### src/rtl/ex_muldiv_sequencer.sv
// RV32M multi-cycle multiply/divide sequencer beside the EX-stage ALU.
// One shared radix-2 datapath: shift-add multiply, restoring divide.
module ex_muldiv_sequencer #(
    parameter int XLEN  = 32,
    parameter int CNT_W = 6
) (
    input  logic            i_clk,
    input  logic            i_rst,
    input  logic            i_flush,
    input  logic            i_start,
    input  logic [2:0]      i_funct3,
    input  logic [XLEN-1:0] i_op_a,
    input  logic [XLEN-1:0] i_op_b,
    input  logic [4:0]      i_rd_in,
    output logic            o_stall_req,
    output logic            o_busy,
    output logic            o_done,
    output logic [XLEN-1:0] o_result,
    output logic [4:0]      o_rd_out
);

    localparam int W2 = 2 * XLEN;

    localparam logic [1:0] S_IDLE  = 2'd0;
    localparam logic [1:0] S_CALC  = 2'd1;
    localparam logic [1:0] S_FIXUP = 2'd2;
    localparam logic [1:0] S_DONE  = 2'd3;

    localparam logic [XLEN-1:0] MIN_NEG  = {1'b1, {(XLEN-1){1'b0}}};
    localparam logic [XLEN-1:0] ALL_ONES = '1;

    logic [1:0]      r_state;
    logic [CNT_W-1:0] r_cnt;
    logic [W2:0]     r_acc;
    logic [XLEN-1:0] r_b;
    logic            r_neg;
    logic [2:0]      r_f3;
    logic [4:0]      r_rd;
    logic [XLEN-1:0] r_result;
    logic [4:0]      r_rd_out;

    logic            w_accept;
    logic            w_a_signed;
    logic            w_b_signed;
    logic            w_a_neg;
    logic            w_b_neg;
    logic [XLEN-1:0] w_abs_a;
    logic [XLEN-1:0] w_abs_b;
    logic            w_neg_flag;
    logic            w_div0;
    logic            w_ovf;
    logic [XLEN-1:0] w_special;

    logic [XLEN:0]   w_hi;
    logic [XLEN:0]   w_sum;
    logic [W2:0]     w_mul_next;
    logic [W2:0]     w_shl;
    logic [XLEN+1:0] w_trial;
    logic [W2:0]     w_div_next;

    logic [W2-1:0]   w_prod;
    logic [W2-1:0]   w_prod_f;
    logic [XLEN-1:0] w_quo_f;
    logic [XLEN-1:0] w_rem_f;
    logic [XLEN-1:0] w_fix;

    assign w_accept = (r_state == S_IDLE) && i_start && !i_flush;

    // MUL, MULH, MULHSU, DIV, REM treat op_a as signed; MULHSU leaves op_b unsigned
    assign w_a_signed = (i_funct3 == 3'b000) || (i_funct3 == 3'b001) || (i_funct3 == 3'b010) ||
                        (i_funct3 == 3'b100) || (i_funct3 == 3'b110);
    assign w_b_signed = (i_funct3 == 3'b000) || (i_funct3 == 3'b001) ||
                        (i_funct3 == 3'b100) || (i_funct3 == 3'b110);
    assign w_a_neg    = w_a_signed && i_op_a[XLEN-1];
    assign w_b_neg    = w_b_signed && i_op_b[XLEN-1];
    assign w_abs_a    = w_a_neg ? (~i_op_a + 1'b1) : i_op_a;
    assign w_abs_b    = w_b_neg ? (~i_op_b + 1'b1) : i_op_b;
    assign w_neg_flag = (i_funct3 == 3'b110) ? w_a_neg : (w_a_neg ^ w_b_neg);

    assign w_div0 = i_funct3[2] && (i_op_b == '0);
    assign w_ovf  = i_funct3[2] && !i_funct3[0] && (i_op_a == MIN_NEG) && (i_op_b == ALL_ONES);

    always_comb begin
        w_special = '0;
        if (w_div0)
            w_special = i_funct3[1] ? i_op_a : ALL_ONES;
        else if (w_ovf)
            w_special = i_funct3[1] ? '0 : MIN_NEG;
    end

    // Multiply step: conditional add into the high half, then shift right
    assign w_hi       = r_acc[W2:XLEN];
    assign w_sum      = w_hi + {1'b0, r_b};
    assign w_mul_next = {1'b0, (r_acc[0] ? w_sum : w_hi), r_acc[XLEN-1:1]};

    // Divide step: shift remainder:dividend left, keep trial difference if no borrow
    assign w_shl      = {r_acc[W2-1:0], 1'b0};
    assign w_trial    = {1'b0, w_shl[W2:XLEN]} - {2'b00, r_b};
    assign w_div_next = w_trial[XLEN+1] ? w_shl : {w_trial[XLEN:0], w_shl[XLEN-1:1], 1'b1};

    assign w_prod   = r_acc[W2-1:0];
    assign w_prod_f = r_neg ? (~w_prod + 1'b1) : w_prod;
    assign w_quo_f  = r_neg ? (~r_acc[XLEN-1:0] + 1'b1) : r_acc[XLEN-1:0];
    assign w_rem_f  = r_neg ? (~r_acc[W2-1:XLEN] + 1'b1) : r_acc[W2-1:XLEN];

    always_comb begin
        w_fix = '0;
        case (r_f3)
            3'b000:                 w_fix = w_prod_f[XLEN-1:0];
            3'b001, 3'b010, 3'b011: w_fix = w_prod_f[W2-1:XLEN];
            3'b100, 3'b101:         w_fix = w_quo_f;
            default:                w_fix = w_rem_f;
        endcase
    end

    always_ff @(posedge i_clk or posedge i_rst) begin
        if (i_rst) begin
            r_state  <= S_IDLE;
            r_cnt    <= '0;
            r_acc    <= '0;
            r_b      <= '0;
            r_neg    <= 1'b0;
            r_f3     <= '0;
            r_rd     <= '0;
            r_result <= '0;
            r_rd_out <= '0;
        end else if (i_flush) begin
            r_state <= S_IDLE;
            r_cnt   <= '0;
        end else begin
            case (r_state)
                S_IDLE: begin
                    if (i_start) begin
                        r_f3  <= i_funct3;
                        r_rd  <= i_rd_in;
                        r_neg <= w_neg_flag;
                        r_acc <= {{(XLEN+1){1'b0}}, w_abs_a};
                        r_b   <= w_abs_b;
                        if (w_div0 || w_ovf) begin
                            r_result <= w_special;
                            r_rd_out <= i_rd_in;
                            r_state  <= S_DONE;
                        end else begin
                            r_cnt   <= CNT_W'(XLEN);
                            r_state <= S_CALC;
                        end
                    end
                end
                S_CALC: begin
                    r_acc <= r_f3[2] ? w_div_next : w_mul_next;
                    if (r_cnt != '0)
                        r_cnt <= r_cnt - 1'b1;
                    if (r_cnt <= CNT_W'(1))
                        r_state <= S_FIXUP;
                end
                S_FIXUP: begin
                    r_result <= w_fix;
                    r_rd_out <= r_rd;
                    r_state  <= S_DONE;
                end
                default: r_state <= S_IDLE;
            endcase
        end
    end

    assign o_stall_req = !i_rst && (w_accept || (r_state == S_CALC) || (r_state == S_FIXUP));
    assign o_busy      = (r_state != S_IDLE);
    assign o_done      = (r_state == S_DONE);
    assign o_result    = r_result;
    assign o_rd_out    = r_rd_out;

endmodule
### config.mk
export PLATFORM = sky130hd
export DESIGN_NAME = ex_muldiv_sequencer
export DESIGN_NICKNAME = d
export VERILOG_FILES = /design/src/rtl/ex_muldiv_sequencer.sv
export SDC_FILE = /design/constraint.sdc
export NUM_CORES = 1
export LEC_CHECK = 0
export CELL_PAD_IN_SITES_DETAIL_PLACEMENT = 1
export CELL_PAD_IN_SITES_GLOBAL_PLACEMENT = 1
export CORE_UTILIZATION = 35
export DETAILED_ROUTE_END_ITERATION = 6
export HOLD_SLACK_MARGIN = 0.1
export PLACE_DENSITY = 0.78
export SETUP_SLACK_MARGIN = 0.2
export SYNTH_ARGS = -nofsm -noshare
export SYNTH_HDL_FRONTEND = slang
export SYNTH_SLANG_ARGS = --single-unit
### constraint.sdc
create_clock -name i_clk -period 4.35 [get_ports i_clk]
set_clock_uncertainty 0.05 [all_clocks]
set_input_delay 0.435 -clock i_clk [delete_from_list [all_inputs] [get_ports i_clk]]
set_output_delay 0.435 -clock i_clk [all_outputs]
set_load 0.02 [all_outputs]
==> metrics.yaml <==
run_status:
  outcome: "finished, final reports clean"
timing:
  min_period_ps: 3830
  hold_viol: 0
  slew_viol_final: 0
  max_freq_mhz: 261
  worst_pin_slew_ps: 1090
  min_period_over_period_pct: 88.1
  rsz0062_at_grt: "no"
  max_slew_margin_pct: 27.4
  final-setup-viol-count: 0
  setup-tns-final_ps: 0
  hold_ws_ps: 350
clock_network:
  cts-buffers-inserted: 17
  clk_pin_slew_ps: 70
  root_buffer: "clkbuf_16"
  clock_path_buffers: 2
  htreeDepth: 4
  cts_repair_resize_count: 0
  holdBufCountCts: 0
  clkSinkCount: 151
  clk_latency_ps: 460
  cts_tree: "done"
  post_cts_buffers: 0
drt:
  avgRoutedWirePerCell_um: 22.5
  dr.first_iter.drc_count: 1219
  drcViolationCount: 0
  viasPerCell: 6.07
  dr_total_vias: 15800
  drt-total-wl_um: 58500
  dr.pass1.iters: 5
  postRouteAntennaNets: 0
synthesis:
  synth_mux_area_share_pct: 3.92
  synthCells: 2010
  synth.distinct_cells: 75
  synth_top_family_by_area: "compound AO/OA/AOI/OAI gates"
  yosysMostFrequentCell: "nand2_1"
  synthTopCellsByCount: "nand2_1, o21ai_0, dfrtp_1"
  ys_top_cells_by_area: "dfrtp_1, o21ai_0, nand2_1, ha_1, xnor2_1"
  postSynthNetCount: 2163
  synth-compound-area-share_pct: 28.0
  synth_xor_area_share_pct: 10.4
  synth_ff_type: "dfrtp_1"
  synthAdderAreaFrac_pct: 6.54
  syn_area_per_cell_sq_um: 7.44
  yosys.area_share.simple_pct: 20.0
  yosysSeqAreaShare_pct: 25.3
  syn-cell-area_sq_um: 15000
  synth_top_area_cell: "dfrtp_1"
  synth_top_area_share_pct: 25.3
  async_flop_share_pct: 100
  ys_ff_latch: 151
  ys_warn_count: 0
  synth_edf_count: 0
power_and_ir_drop:
  power_mw: 15.1
  vdd_ir_drop_max_mv: 0.410
  p_leak_nw: 7.07
  p_per_area_nw_per_um2: 875
grt:
  grt_max_degree: 133
  grt_pass1_wl_um: 92000
  grt_pass1_vias: 16000
  grt_usage_pct: 26.7
  grt_overflow_total: 0
  antenna_found_initial: 3
die:
  start_util_pct: 35.6
  die_h_um: 209
  core-area_sq_um: 42000
  rows: 75
  io_pins: 116
  die_w_um: 209
  fp.dieArea_sq_um: 43600
worst_setup_path:
  arrival_ps: 4130
  cp-end-kind: "flip-flop"
  timing.rr.end: "o_result[28]$_DFFE_PP0P_"
  r2r_slack_ps: 520
  ff2ff_path_depth: 11
  critPathLaunchType: "flip-flop"
  worstPathRequired_ps: 4650
  path_max_fanout: 8
  reg2reg_from: "r_acc[33]$_DFFE_PP0P_"
  crit_type: "reg2reg"
job:
  drv_cap: 0
cells_and_area:
  seqCellArea_sq_um: 3780
  fill_cells: 5134
  area_growth_pct: 15.3
  drive_gt1_share_pct: 5.81
  fin_nets: 2204
  multi_input_area_sq_um: 10300
hold_path:
  hold_class: "in2async"
placement:
  place_congestion: 0.933
  dp_hpwl_um: 44700
  port_buffers: 115
==> routing by layer <==
| layer | track usage, % | vias up | wire length, um |
|---|---|---|---|
| met2 | 42.6 | 495 | 26700 |
| met1 | 36.6 | 7856 | 26700 |
| li1 | - | 7348 | - |
| met4 | 9.28 | 2 | 1460 |
| met5 | 0 | - | 8 |
| met3 | 4.22 | 98 | 3660 |
==> through the flow <==
step | instance area (sq um) | std cells | worst slack (ps) | utilization, %
finish | 17200 | 2604 | 516 | 41.0
global route | 17200 | 2603 | 279 | 41.0
CTS | 17200 | 2603 | 535 | 41.0
detailed placement | 16700 | 2571 | 207 | 39.7
global placement | 16700 | 2571 | 225 | 39.7
floorplan | 15000 | 2010 | 793 | -
==> sequential cells by signal, summed over array words and instances (netlist names) <==
signal    flops
r_acc        65
o_result     32
r_b          32
r_cnt         6
o_rd_out      5
r_rd          5
r_f3          3
r_state       2
r_neg         1
==> cell type report <==
class / count / share of cell area [%]
Antenna cell: 1 / 0.0145
Tap cell: 539 / 3.91
Clock inverter: 9 / 0.392
Timing Repair Buffer: 170 / 9.21
Sequential cell: 151 / 21.9
Clock buffer: 23 / 2.83
Multi-Input combinational cell: 1630 / 59.9
Inverter: 81 / 1.78
==> cells by family after synthesis <==
family / after synthesis
simple gates: 645
flops: 151
xor+xnor: 178
compound gates: 672
fa+ha+maj: 77
mux: 58
buf+inv: 229
==> cell usage in the layout (no fill, tap or decap), types with 17 or more instances in the layout <==
| master | Yosys | final |
|---|---|---|
| o21ai_0 | 246 | 246 |
| nand2_1 | 291 | 291 |
| nor4_1 | 24 | 24 |
| buf_4 | 0 | 53 |
| a21o_1 | 32 | 31 |
| o31ai_1 | 32 | 32 |
| inv_1 | 80 | 79 |
| nor3_1 | 38 | 38 |
| or4_1 | 18 | 18 |
| ha_1 | 75 | 74 |
| a21oi_1 | 127 | 125 |
| a211oi_1 | 31 | 31 |
| o41ai_1 | 17 | 17 |
| clkbuf_16 | 0 | 17 |
| clkdlybuf4s50_1 | 0 | 115 |
| xnor2_1 | 99 | 99 |
| dfrtp_1 | 151 | 149 |
| xor2_1 | 79 | 79 |
| nand4_1 | 21 | 21 |
| nand3_1 | 29 | 29 |
| mux2i_1 | 53 | 53 |
| o211ai_1 | 27 | 27 |
| a31oi_1 | 36 | 36 |
| nor2_1 | 135 | 134 |
==> how the worst max path moves through the flow <==
stage / depth (start not counted) / end / slack (ps) / start
floorplan: 11 / o_result[28]$_DFFE_PP0P_ / 790 / r_acc[33]$_DFFE_PP0P_
global placement: 9 / o_result[17]$_DFFE_PP0P_ / 220 / i_op_a[25]
detailed placement: 9 / o_result[17]$_DFFE_PP0P_ / 210 / i_op_a[25]
CTS: 11 / o_result[28]$_DFFE_PP0P_ / 540 / r_acc[33]$_DFFE_PP0P_
global route: 11 / o_result[28]$_DFFE_PP0P_ / 280 / r_acc[33]$_DFFE_PP0P_
finish: 11 / o_result[28]$_DFFE_PP0P_ / 520 / r_acc[33]$_DFFE_PP0P_
==> where the power goes <==
group | switching, mW | internal (mW)
combinational | 6.29 | 4.11
sequential | 1.20 | 2.01
clock | 0.681 | 0.793
==> critical path, cell delays in order, from the launching register on <==
cell and delay [ps]:
dfrtp_1 460, inv_1 200, ha_1 240, or4b_4 500, or4_4 550, or3b_4 420
or4_4 500, o21ai_2 130, xor2_1 170, o221ai_1 150, a221oi_2 290, nor2_1 60
Power figures use the tool's default switching activity.
